--- src/rtl/seq_divider.sv ---
// seq_divider: unsigned restoring divider, one quotient bit per clock, MSB first.
// A zero divisor skips the iteration phase and reports saturated results at once.
module seq_divider #(
    parameter int n = 16
) (
    input  logic         clk,
    input  logic         reset,
    input  logic         start,
    input  logic [n-1:0] dividend,
    input  logic [n-1:0] divisor,
    output logic [n-1:0] quotient,
    output logic [n-1:0] remainder,
    output logic         busy,
    output logic         done,
    output logic         div_by_zero
);

    localparam int CW = (n > 1) ? $clog2(n) : 1;

    typedef enum logic [1:0] {
        IDLE = 2'b00,
        RUN  = 2'b01,
        DONE = 2'b10
    } state_t;

    state_t        r_state;
    state_t        w_next;

    logic [CW-1:0] r_cnt;
    logic          r_fin;
    logic [n:0]    r_rem;
    logic [n-1:0]  r_quo;
    logic [n-1:0]  r_dvs;

    logic          w_accept;
    logic          w_dvs_zero;
    logic [n+1:0]  w_shift;
    logic [n+1:0]  w_trial;
    logic          w_fits;

    // A request is taken whenever no division is in flight.
    assign w_accept   = start && (r_state != RUN);
    assign w_dvs_zero = (divisor == '0);

    // Shifted partial remainder and trial subtraction; the extra top bit is the sign.
    assign w_shift = {r_rem, r_quo[n-1]};
    assign w_trial = w_shift - {2'b00, r_dvs};
    assign w_fits  = ~w_trial[n+1];

    // State register.
    always_ff @(posedge clk or posedge reset) begin
        if (reset) begin
            r_state <= IDLE;
        end else begin
            r_state <= w_next;
        end
    end

    // Next-state logic.
    always_comb begin
        w_next = r_state;
        case (r_state)
            IDLE, DONE: begin
                if (w_accept) begin
                    w_next = w_dvs_zero ? DONE : RUN;
                end else if (r_state == DONE) begin
                    w_next = IDLE;
                end
            end
            RUN: begin
                if (r_fin) begin
                    w_next = DONE;
                end
            end
            default: w_next = IDLE;
        endcase
    end

    // Status outputs decoded from the state.
    always_comb begin
        busy = (r_state == RUN);
        done = (r_state == DONE);
    end

    // Datapath: operand capture, iterations, and result registers loaded on entry to DONE.
    // RUN spends n cycles iterating, then one more cycle (r_fin set) publishing the result.
    always_ff @(posedge clk or posedge reset) begin
        if (reset) begin
            r_cnt       <= '0;
            r_fin       <= 1'b0;
            r_rem       <= '0;
            r_quo       <= '0;
            r_dvs       <= '0;
            quotient    <= '0;
            remainder   <= '0;
            div_by_zero <= 1'b0;
        end else if (w_accept) begin
            r_quo <= dividend;
            r_dvs <= divisor;
            r_rem <= '0;
            r_cnt <= '0;
            r_fin <= 1'b0;
            if (w_dvs_zero) begin
                quotient    <= '1;
                remainder   <= dividend;
                div_by_zero <= 1'b1;
            end
        end else if (r_state == RUN) begin
            if (!r_fin) begin
                r_rem <= w_fits ? w_trial[n:0] : w_shift[n:0];
                r_quo <= {r_quo[n-2:0], w_fits};
                if (r_cnt == CW'(n - 1)) begin
                    r_fin <= 1'b1;
                end else begin
                    r_cnt <= r_cnt + 1'b1;
                end
            end else begin
                quotient    <= r_quo;
                remainder   <= r_rem[n-1:0];
                div_by_zero <= 1'b0;
            end
        end
    end

endmodule

--- config.mk ---
export PLATFORM = sky130hd
export DESIGN_NAME = seq_divider
export DESIGN_NICKNAME = d
export VERILOG_FILES = /design/src/rtl/seq_divider.sv
export SDC_FILE = /design/constraint.sdc
export NUM_CORES = 1
export LEC_CHECK = 0
export CORE_AREA = 2 2 103 105
export DETAILED_ROUTE_END_ITERATION = 10
export DIE_AREA = 0 0 105 107
export HOLD_SLACK_MARGIN = 0.02
export PLACE_DENSITY = 0.71
export SETUP_SLACK_MARGIN = 0.1
export SYNTH_ARGS = -nofsm -noshare
export SYNTH_HDL_FRONTEND = slang
export SYNTH_SLANG_ARGS = --single-unit
export TNS_END_PERCENT = 30
--- constraint.sdc ---
create_clock -name clk -period 2.8 [get_ports clk]
set_input_delay 0.7 -clock clk [delete_from_list [all_inputs] [get_ports clk]]
set_output_delay 0.7 -clock clk [all_outputs]
set_load 0.02 [all_outputs]
==> reports/metrics.cfg, run 1 <==
[grt]
grt_pass1_vias=3523
grt.total_usage_pct=19.7
antenna_found_initial=0
grt_max_degree=46
overflow=0
grt_pass1_wl_um=17500

[drt]
vias_per_cell=5.47
dr.pass1.iters=5
via_count=3708
drt_wl_total_um=10800
drc=0
routedWlPerCell_um=16.0
antenna_left=0
drt_iter0_drc=147

[die]
core_area_um2=10100
top_level_ports=70
die_h_um=107
dieWidth_um=105
rows=37
dieArea_um2=11200
start_util_pct=44.9

[cells_and_area]
instances_no_fill=678
seq_area_um2=2230
nFillCells=932
multi_input_comb_area_um2=2190
drive_above_1_share_pct=7.75
layout.nets=590
synthToLayoutAreaGrowth_pct=25.2
diodes=0

[placement]
pre_cts_ws_ps=101
dp_hpwl_um=7950
place_congestion=0.871
io_buffers=69
dp.cells=660

[sta]
fmax_ghz=0.390
period_minus_slack_ps=2570
holdWs_ps=492
grt_setup_unrepaired=yes
slew_violations=0
fin_crit_sh_pct=91.7
setup_ws_ps=233
relSlewSlack_pct=59.3
fin_tns_setup_ps=0
finalSetupViolCount=0
tightestPinTransition_ps=604
hold_viol=0
finClkSkew_ps=13.7

[hold_path]
hold_path_end=quotient[8]
hold_depth=1
hold_class=flop to flop
worstHoldStart=quotient[8]

[synth]
syn_area_um2=4530
ys_seq_area_share_pct=49.1
syn_nets=515
synth_area_per_cell_um2=9.81
yosysWarnings=0
yosys.cell_types.count=47
synth-seq-cells=89
synth_edf_count=0
syn_inst=462
ys.flop_type=dfrtp_1
synth_async_sr_flop_share_pct=100

[clock_network]
htreeDepth=3
cts_tree=yes
cts-root-buf=clkbuf_8
cts_buffers=9
cts_hold_buf=0
clock_path_buffers=2
cts.clk_slew.worst_paths_ps=90
post-cts-setup-buffers=0
cts_resized=0
clk_latency_ps=360
cts.sinks=89

[setup_path]
reg2reg_to=r_rem[1]
path_class=flop to flop
r2r_setup_slack_ps=230
cp_max_fo=6
r2r_cells=8
critPathRequiredTime_ps=3100
critPathArrivalTime_ps=2860
cp-end-kind=flop
critPathLaunchType=flop
reg2reg_from=r_rem[12]

[outcome]
run_status=finished clean

[job]
max_cap_viol_count=0

-- metal layers --
metal | share of wire, % | routed length (µm) | GRT usage [%]
met1 | 48 | 5220 | 27.4
met2 | 46 | 4970 | 31.1
met3 | 4.7 | 510 | 3.16
met4 | 1.4 | 147 | 7.62
met5 | 0 | 0 | 0
-- worst max-delay path by stage --
stage           startpoint             to  slack, ps  cells past startpoint
6_report         r_rem[12]       r_rem[1]        230                      8
5_1_grt          r_quo[15]      r_rem[16]         70                     10
4_1_cts          r_rem[13]       r_rem[1]        200                      8
3_5_place_dp   divisor[11]  remainder[14]        100                      8
3_3_place_gp   divisor[11]  remainder[15]        160                      8
2_1_floorplan    r_rem[13]      r_rem[13]        460                      9
-- per-stage QoR --
| step | area, µm² | utilization (%) |
|---|---|---|
| finish | 5680 | 56.2 |
| global route | 5680 | 56.2 |
| CTS | 5630 | 55.8 |
| detailed placement | 5460 | 54.1 |
| global placement | 5460 | 54.1 |
| floorplan | 4540 | - |
-- cell usage after synthesis (2+ instances only) --
| cell | instances | share of area (%) |
|---|---|---|
| a221o_1 | 12 | 2.6 |
| nand2_1 | 53 | 4.4 |
| o21a_1 | 6 | 0.99 |
| o31ai_1 | 4 | 0.66 |
| mux2i_1 | 15 | 3.3 |
| nor4_1 | 4 | 0.55 |
| o21ai_1 | 5 | 0.55 |
| nand4_1 | 3 | 0.41 |
| buf_6 | 2 | 0.50 |
| dfrtp_1 | 89 | 49 |
| xnor2_1 | 8 | 1.5 |
| a21oi_1 | 39 | 4.3 |
| or3_1 | 4 | 0.55 |
| nand2b_1 | 5 | 0.69 |
| clkbuf_1 | 22 | 1.8 |
| and2_1 | 2 | 0.28 |
| nor2b_1 | 8 | 1.1 |
| a32oi_1 | 5 | 0.97 |
| ha_1 | 17 | 4.7 |
| xor2_1 | 6 | 1.2 |
| o2111ai_1 | 2 | 0.39 |
| o41ai_1 | 2 | 0.39 |
| nor3_1 | 4 | 0.44 |
| o22a_1 | 17 | 3.3 |
| inv_1 | 19 | 1.6 |
| a21o_1 | 6 | 0.99 |
| nand3b_1 | 2 | 0.33 |
| a31oi_1 | 5 | 0.69 |
| nand3_1 | 9 | 0.99 |
| o21ai_0 | 31 | 3.4 |
| and3_1 | 12 | 1.7 |
| nor2_1 | 29 | 2.4 |
-- registers in the layout, indices dropped and copies added (netlist names) --
| signal | flops |
|---|---|
| r_cnt | 4 |
| r_fin | 1 |
| r_state | 2 |
| r_quo | 16 |
| r_rem | 17 |
| quotient | 16 |
| r_dvs | 16 |
| div_by_zero | 1 |
| remainder | 16 |
-- critical path: stages (launching register included) --
cell and delay (ps):
dfrtp_1 500, ha_1 290, a21o_1 230, a211o_1 300, a22oi_1 220, nand3_2 170, a211o_4 390, or3_1 310
nand3_1 80
-- area by class of cell --
class,count,share of cell area [%]
clock buffers,10,2.25
clock inverters,6,0.750
inverters,19,1.32
multi-input cells,332,38.6
flip-flops and latches,89,39.2
well taps,136,3.00
repair buffers,86,14.9
-- logic make-up after synthesis --
kind of cell	after synthesis	share of synthesized area, %
AO/OA/AOI/OAI	143	21.1
XOR/XNOR	14	2.70
adder cells (fa/ha/maj)	18	5.13
buffers and inverters	43	3.89
flip-flops	89	49.1
multiplexers	16	3.56
AND/OR/NAND/NOR	139	14.5
-- cells in the final DEF, fill, tap and decap left out, drive strengths merged, types with 6 or more instances in the layout --
master         count
nand3              9
clkbuf            10
xnor2              8
a21o               6
dfrtp             89
nor2b              8
a21oi             39
inv               19
nor2              29
mux2i             15
o21ai             36
ha                17
a221o             12
xor2               6
buf               17
o21a               6
o22a              17
clkdlybuf4s50     69
nand2             53
and3              12
Power of run 1 is not shown: default switching activity piles up to over one toggle a cycle in this logic, so the estimate is an artifact.
==> run 2, diff against run 1 <==
--- a/config.mk
+++ b/config.mk
@@ -5,11 +5,12 @@
 export SDC_FILE = /design/constraint.sdc
 export NUM_CORES = 1
 export LEC_CHECK = 0
-export CORE_AREA = 2 2 103 105
+export CORE_AREA = 2 2 100 102
+export CTS_CLUSTER_DIAMETER = 200
 export DETAILED_ROUTE_END_ITERATION = 10
-export DIE_AREA = 0 0 105 107
+export DIE_AREA = 0 0 102 104
 export HOLD_SLACK_MARGIN = 0.02
-export PLACE_DENSITY = 0.71
+export PLACE_DENSITY = 0.75
 export SETUP_SLACK_MARGIN = 0.1
 export SYNTH_ARGS = -nofsm -noshare
 export SYNTH_HDL_FRONTEND = slang
==> run 2 against run 1 <==
Net effect: wire length grew 0.16%; largest cell class unchanged; critical path depth did not move; non-clock buffer count decreased by 1; global-route usage grew 1.2 points; first-iteration DRC count grew 24%; critical path type unchanged; clock-buffer cell count unchanged; final cell count down 1.0%; core utilization up 3.4 points; design area rose by 0.29%.
==> reports/metrics.cfg, run 2 (same netlist as run 1, synthesis figures left out) <==
[sta]
hold_viol=0
tightestPinTransition_ps=531
fmax_ghz=0.375
holdWs_ps=489
finClkSkew_ps=9.91
fin_tns_setup_ps=0
period_minus_slack_ps=2660
fin_crit_sh_pct=95.1
finalSetupViolCount=0
slew_violations=0
relSlewSlack_pct=64.2
grt_setup_unrepaired=yes

[placement]
dp_hpwl_um=7950
io_buffers=69
place_congestion=0.868

[hold_path]
hold_class=flop to flop
hold_depth=1
hold_path_end=quotient[3]
worstHoldStart=quotient[3]

[cells_and_area]
mostFrequentLayoutCells=dfrtp_1 (89), clkdlybuf4s50_1 (69), nand2_1 (53), a21oi_1 (38), o21ai_0 (30)
max_flop_register=r_rem
layout.nets=587
largest_register_ff_count=17
layout_commonest_cell=dfrtp_1
synthToLayoutAreaGrowth_pct=25.5
diodes=0
drive_above_1_share_pct=6.88

[setup_path]
slowest_delay_ps=460
crit_top_cell=nand3_1
crit_path_cell_trace=ha_1 > a21o_1 > a211o_1 > a22oi_1 > nand3_1 > a211o_4 > or3_1 > nand3_1
crit_slowest_cell=dfrtp_1
path_class=flop to flop
cp_max_fo=23
r2r_cells=8
r2r_setup_slack_ps=140
cp-end-kind=flop
reg2reg_from=r_rem[13]
critPathRequiredTime_ps=3110
reg2reg_to=r_rem[1]
cp-startpoint=r_rem[13]
critPathArrivalTime_ps=2970
critPathLaunchType=flop

[grt]
grt.total_usage_pct=20.9
antenna_found_initial=0
grt_pass1_wl_um=17500
overflow=0
grt_pass1_vias=3557
grt_max_degree=64

[die]
core_area_um2=9550
dieWidth_um=102
dieArea_um2=10600
top_level_ports=70
die_h_um=104
rows=36
start_util_pct=47.5

[pwr]
power_density_nw_per_um2=1560
leakagePower_nw=2.49
ir_drop_mv=0.529

[clock_network]
cts.clk_slew.worst_paths_ps=90
cts_buffers=9
clk_latency_ps=370
htreeDepth=3
cts-root-buf=clkbuf_8
clock_path_buffers=2
cts_tree=yes
cts.sinks=89

[drt]
wl_met1_um=4880
drt_wl_total_um=10900
wl_met3_um=582
vias_per_cell=5.62
drc=0
antenna_left=0
dr.pass1.iters=4
wl_met2_um=5180
via_count=3774
routedWlPerCell_um=16.2
drt_iter0_drc=183
top_layer_used=met4

[job]
max_cap_viol_count=0

[outcome]
run_status=finished clean

==> run 2: per-layer routing <==
| metal | up-vias | track usage, % |
|---|---|---|
| li1 | 1813 | - |
| met1 | 1833 | 28.2 |
| met2 | 108 | 32.5 |
| met3 | 20 | 5.24 |
| met4 | 0 | 7.43 |
| met5 | - | 0 |
==> run 2: layout make-up <==
cell class,instances,area [µm²]
Fill cell,821,3860
Sequential cell,89,2230
Inverter,19,75.1
Multi-Input combinational cell,330,2150
Clock inverter,5,104
Tap cell,133,166
Clock buffer,10,138
Timing Repair Buffer,85,836
==> run 2: critical path, delay by kind of cell, from the launching register on <==
family | cells | cell delay [ps]
AO/OA/AOI/OAI | 4 | 1200
AND/OR/NAND/NOR | 3 | 550
adder cells (fa/ha/maj) | 1 | 400
flip-flops | 1 | 460
==> run 2: how the worst max path moves through the flow <==
stage / endpoint / slack, ps / depth (start not counted)
finish: r_rem[1] / 140 / 8
CTS: r_rem[1] / 170 / 8
floorplan: r_rem[13] / 460 / 9
detailed placement: remainder[13] / 40 / 7
global route: r_rem[7] / 50 / 7
global placement: remainder[14] / 140 / 7
==> run 2: power breakdown <==
| part | internal, mW | switching, mW | total, mW |
|---|---|---|---|
| logic | 2.46 | 2.91 | 5.37 |
| clock network | 0.612 | 0.457 | 1.07 |
| registers | 1.97 | 0.480 | 2.45 |
==> run 2: metrics by stage <==
stage                     utilization, %  setup slack, ps  instances  power [mW]  cell area [µm²]
after floorplan                        -              460        462        6.32             4540
after detailed placement            57.0             43.6        656        7.80             5450
after global placement              57.0              136        656        7.61             5450
after global routing                59.6             45.1        671        9.58             5690
final                               59.6              137        671        8.88             5690
after CTS                           59.6              169        671        8.89             5690
==> run 2: repair_timing <==
item / in CTS / in global routing
hold buffers: 0 / 0
gates resized for setup: 0 / 1
buffers inserted: 0 / 0
setup endpoints to repair: 0 / 5
Power figures use the tool's default switching activity.
